--- config.mk ---
export PLATFORM = sky130hd
export DESIGN_NAME = ahb_sram_slave
export DESIGN_NICKNAME = d
export VERILOG_FILES = /design/src/rtl/ahb_sram_slave_pkg.sv /design/src/rtl/ahb_byte_strobe.sv /design/src/rtl/ahb_sram_slave.sv
export SDC_FILE = /design/constraint.sdc
export NUM_CORES = 1
export LEC_CHECK = 0
export BUFFER_PORTS_ARGS = -buffer_cell sky130_fd_sc_hd__buf_4
export CAP_MARGIN = 20
export CORE_UTILIZATION = 41
export DETAILED_ROUTE_END_ITERATION = 12
export HOLD_SLACK_MARGIN = 0.1
export PLACE_DENSITY = 0.83
export SYNTH_ARGS = -nofsm -noshare
export SYNTH_HDL_FRONTEND = slang
export SYNTH_HIERARCHICAL = 1
export SYNTH_SLANG_ARGS = --single-unit
--- constraint.sdc ---
create_clock -name HCLK -period 3.9 [get_ports HCLK]
set_clock_uncertainty 0.2 [all_clocks]
set_input_delay 0.39 -clock HCLK [delete_from_list [all_inputs] [get_ports HCLK]]
set_output_delay 0.39 -clock HCLK [all_outputs]
set_load 0.05 [all_outputs]
--- src/rtl/ahb_sram_slave_pkg.sv ---
// Shared AHB-Lite encodings and the SRAM slave state type.
// Pure definitions: no latency and no backpressure of its own.
package ahb_sram_slave_pkg;

  localparam logic [1:0] HTRANS_IDLE   = 2'b00;
  localparam logic [1:0] HTRANS_BUSY   = 2'b01;
  localparam logic [1:0] HTRANS_NONSEQ = 2'b10;
  localparam logic [1:0] HTRANS_SEQ    = 2'b11;

  localparam logic [2:0] HSIZE_BYTE = 3'd0;
  localparam logic [2:0] HSIZE_HALF = 3'd1;
  localparam logic [2:0] HSIZE_WORD = 3'd2;

  localparam logic HRESP_OKAY  = 1'b0;
  localparam logic HRESP_ERROR = 1'b1;

  typedef enum logic [2:0] {
    ST_IDLE,
    ST_WR,
    ST_RD,
    ST_RD_WAIT,
    ST_ERR1,
    ST_ERR2
  } state_t;

endpackage

--- src/rtl/ahb_byte_strobe.sv ---
// Maps transfer size and low address bits to SRAM byte-lane strobes and flags misalignment.
// Purely combinational (zero latency); no backpressure.
module ahb_byte_strobe
  import ahb_sram_slave_pkg::*;
(
  input  logic [2:0] size,
  input  logic [1:0] addr_lo,
  output logic [3:0] strb,
  output logic       illegal
);

  always_comb begin
    strb    = 4'b0000;
    illegal = 1'b0;
    case (size)
      HSIZE_BYTE: strb = 4'b0001 << addr_lo;
      HSIZE_HALF: begin
        strb    = 4'b0011 << {addr_lo[1], 1'b0};
        illegal = addr_lo[0];
      end
      HSIZE_WORD: begin
        strb    = 4'b1111;
        illegal = |addr_lo;
      end
      default: illegal = 1'b1;
    endcase
  end

endmodule

--- src/rtl/ahb_sram_slave.sv ---
// AHB-Lite slave fronting a single-port synchronous-read SRAM; zero-wait reads and writes.
// Backpressure: one wait state when a read address phase overlaps a write data phase; errors take two cycles.
module ahb_sram_slave
  import ahb_sram_slave_pkg::*;
#(
  parameter int AW = 15
) (
  input  logic          HCLK,
  input  logic          HRESETn,
  input  logic          HSEL,
  input  logic [31:0]   HADDR,
  input  logic [1:0]    HTRANS,
  input  logic          HWRITE,
  input  logic [2:0]    HSIZE,
  input  logic [31:0]   HWDATA,
  input  logic          HREADY,
  output logic          HREADYOUT,
  output logic [31:0]   HRDATA,
  output logic          HRESP,
  output logic          SRAMCS,
  output logic [3:0]    SRAMWEN,
  output logic [AW-1:0] SRAMADDR,
  output logic [31:0]   SRAMWDATA,
  input  logic [31:0]   SRAMRDATA
);

  state_t        state;
  state_t        state_nxt;
  logic [AW-1:0] addr_q;
  logic [3:0]    strb_q;
  logic [3:0]    strb;
  logic          illegal;
  logic          acc;
  logic          acc_ok;
  logic          rd_now;
  logic          unused_bits;

  assign unused_bits = ^{HADDR[31:AW+2], HTRANS[0]};

  ahb_byte_strobe u_strobe (
    .size    (HSIZE),
    .addr_lo (HADDR[1:0]),
    .strb    (strb),
    .illegal (illegal)
  );

  assign acc       = HSEL & HTRANS[1] & HREADY;
  assign HREADYOUT = (state != ST_RD_WAIT) && (state != ST_ERR1);
  assign acc_ok    = acc & HREADYOUT & ~illegal;
  // While a write data phase owns the SRAM port, a new read has to wait a cycle.
  assign rd_now    = acc_ok & ~HWRITE & (state != ST_WR);
  assign HRDATA    = SRAMRDATA;

  always_ff @(posedge HCLK or negedge HRESETn) begin
    if (!HRESETn) begin
      state <= ST_IDLE;
    end else begin
      state <= state_nxt;
    end
  end

  always_comb begin
    state_nxt = state;
    if (HREADYOUT) begin
      if (!acc)                 state_nxt = ST_IDLE;
      else if (illegal)         state_nxt = ST_ERR1;
      else if (HWRITE)          state_nxt = ST_WR;
      else if (state == ST_WR)  state_nxt = ST_RD_WAIT;
      else                      state_nxt = ST_RD;
    end else if (state == ST_RD_WAIT) begin
      state_nxt = ST_RD;
    end else if (state == ST_ERR1) begin
      state_nxt = ST_ERR2;
    end
  end

  always_ff @(posedge HCLK or negedge HRESETn) begin
    if (!HRESETn) begin
      addr_q <= '0;
      strb_q <= '0;
    end else if (acc_ok) begin
      addr_q <= HADDR[AW+1:2];
      strb_q <= strb;
    end
  end

  always_comb begin
    HRESP     = ((state == ST_ERR1) || (state == ST_ERR2)) ? HRESP_ERROR : HRESP_OKAY;
    SRAMCS    = 1'b0;
    SRAMWEN   = 4'b0000;
    SRAMADDR  = addr_q;
    SRAMWDATA = HWDATA;
    if (state == ST_WR) begin
      SRAMCS  = 1'b1;
      SRAMWEN = strb_q;
    end else if (state == ST_RD_WAIT) begin
      SRAMCS  = 1'b1;
    end else if (rd_now) begin
      SRAMCS   = 1'b1;
      SRAMADDR = HADDR[AW+1:2];
    end
    // Keep the SRAM quiet for the whole reset assertion, including any address phase on the bus.
    if (!HRESETn) begin
      SRAMCS  = 1'b0;
      SRAMWEN = 4'b0000;
    end
  end

endmodule

==> metrics <==
port buffer count=47; Worst-path clk slew=0.09 ns; post-DP HPWL=3450 um; slowest stage cell, crit path=or3_1; Max FO, Critical Path=20; vias in the first global route=1577; Bufs on Longest Clock Path=2; Worst setup SP type=register; Worst EP arrival=2.44 ns; unrepaired setup endpoints after global routing=no; routability cong.=0.821; Synth Area in Adders=0%; Wirelength per Cell=17.1 um; # setup viols final=0; syn avg cell area=8.93 um^2; Simple-Gate Fraction of Synth Area=12.7%; Hold Violations, Final=0; cell taking the most area after synthesis=dfrtp_1; post-synthesis sequential area ratio=25.4%; maxcap violations=0; clock group share of total power=10.1%; fin crit period=3.03 ns; post-synthesis compound-gate area fraction=21.4%; total power=1.67 mW; first-pass GRT wire length=7520 um; Req. time, crit path=3.31 ns; Max IR drop VDD=0.275 mV; Rows=26; Total GRT Usage=17.6%; PwrDens=786 mW/mm^2; Top delay family on crit path=simple AND/OR/NAND/NOR gates; Slew HR=56.2%; slew of the pin with the lowest slew margin=0.658 ns; Core Box Area=0.00511 mm^2; TNS Setup=0 ns; Mapped Cells=243; final net count=327; Inst Count DP=285; layout cells sized above 1=39.5%; largest net degree at the start of global routing=35; total vias in the final route=1652; run status=finished, final reports clean; Starting Density=42.5%; initial drt markers=128; Leak=0.910 nW; Resized Gates After CTS=0; final antenna-violating net count=0; largest family of logic cells by synthesized area=buffers and inverters; Pins Over Slew Limit=0; Combinational Power Share=66.6%; TritonCTS clock tree=done; Area contributors post-synth=dfrtp_1, buf_4, mux2_4; Syn. warnings=6; mux share of post-synthesis cell area=12.1%; Unique masters post-synth=29; XOR/XNOR Fraction of Synth Area=0%; CP max stage delay=0.64 ns; total congestion overflow=0; Sw Share=50.0%; CTS Sinks=22; register bit total from synthesis=22; num ports=192; WP buf/inv=3; DRT Pass-1 Iters=4; Worst Hold Class=primary input to register; sequential fraction of design power=23.3%; final worst path period share=77.6%; Post-Syn Area=0.00217 mm^2; CTS Buf Count=3; max frequency=0.331 GHz; CTS H-tree lvls=1; Fill cells=498; chip width=74.8 um; r2r setup slk=1.40 ns; Skew-Pair Late Insertion Delay=0.26 ns; Switch Pwr=0.838 mW; synth-to-layout area growth=-1.90%; CP cell instances=buf_4 -> nand2b_1 -> inv_4 -> or3_1 -> o22a_1 -> o221a_2 -> buf_4; most frequent cells in the layout=buf_4, nor2_1, dfrtp_1; Die Height=74.8 um; most common cell after layout, fill and taps aside=buf_4; final wirelength=4970 um; diode count=0; Yosys top cell area share=25.4%; most used cell, CP=buf_4; routed vias/inst=5.70; antenna violations before repair=0; Die Footprint=0.00559 mm^2; Syn Nets=349; Root Buffer=clkbuf_8; DRC=0; CP Class=register to output pin; Critical Path Sink Type=output pin; internal power=0.836 mW; fin cells=290
[Yosys cell counts, drive strengths merged]
master and number:
buf 71, nor2 23, dfrtp 22, mux2 20, o21ai 19, nor4 15, o221a 15, o22a 15
clkbuf 10, a21oi 8, inv 6, and2 5, nand2b 3, nand2 2, a21o 1, a22oi 1
and3 1, nand3 1, nand4b 1, nor3 1, o21bai 1, o22ai 1, or3 1
[worst reg2reg max path, cell delays in order, from the launching register on]
cell	delay [ns]
dfrtp_1	0.37
buf_4	0.21
nand2b_1	0.16
buf_4	0.25
mux2_2	0.19
and2_1	0.30
buf_4	0.33
mux2_2	0.37
[kinds of logic (layout without fill, tap and decap cells)]
logic type | Yosys count | after routing
AOI/OAI and AO/OA | 61 | 61
buffers and inverters | 87 | 64
DFF | 22 | 22
and+or+nand+nor | 53 | 53
muxes | 20 | 20
[state kept, by name, summed over array words and instances, names as in the netlist]
signal and cells:
strb_q 4, addr_q 15, state 3
[metrics by stage]
stage	utilization, %	hold slack (ns)	instance area (um^2)	setup slack [ns]
floorplan	-	-0.106	2170	0.855
global placement	40.4	0.106	2060	0.931
detailed placement	40.4	0.107	2060	0.926
CTS	41.7	0.174	2130	0.879
global route	41.7	0.172	2130	0.765
finish	41.7	0.175	2130	0.875
[layout make-up]
class	instances	area (um^2)	area share [%]
multi-input cells	134	1000	47.1
flip-flops and latches	22	551	25.9
well taps	70	87.6	4.11
clock buffers	4	55.1	2.59
repair buffers	54	408	19.2
inverters	6	25.0	1.18
[power groups by stage]
stage	registers (mW)	clock network [mW]	logic, mW
6_report	0.390	0.169	1.11
4_1_cts	0.389	0.169	1.12
3_5_place_dp	0.393	0	1.11
2_1_floorplan	0.375	0	1.04
3_3_place_gp	0.385	0	1.10
5_1_grt	0.405	0.179	1.18
[routing by layer]
| layer | up-vias | share of wire (%) | global-route usage (%) |
|---|---|---|---|
| met2 | 69 | 49 | 28.9 |
| met1 | 798 | 40 | 21.0 |
| li1 | 769 | - | - |
| met3 | 16 | 9.1 | 4.82 |
| met5 | - | 0 | 0 |
| met4 | 0 | 1.9 | 9.01 |
[final timing paths]
path,from,endpoint,depth (start not counted)
worst max-delay path,state[2],SRAMADDR[0],7
worst min-delay path,HADDR[16],addr_q[14],2
worst max register to register,state[2],addr_q[4],7
worst min register to register,strb_q[2],strb_q[2],1
max in group asynchronous,HRESETn,addr_q[10],2
min in group asynchronous,HRESETn,strb_q[1],2
[what timing repair did]
item / in CTS / in global routing
buffers inserted: 0 / 0
endpoints found under the hold margin: 22 / 0
hold buffers: 1 / 0
Power figures use the tool's default switching activity.
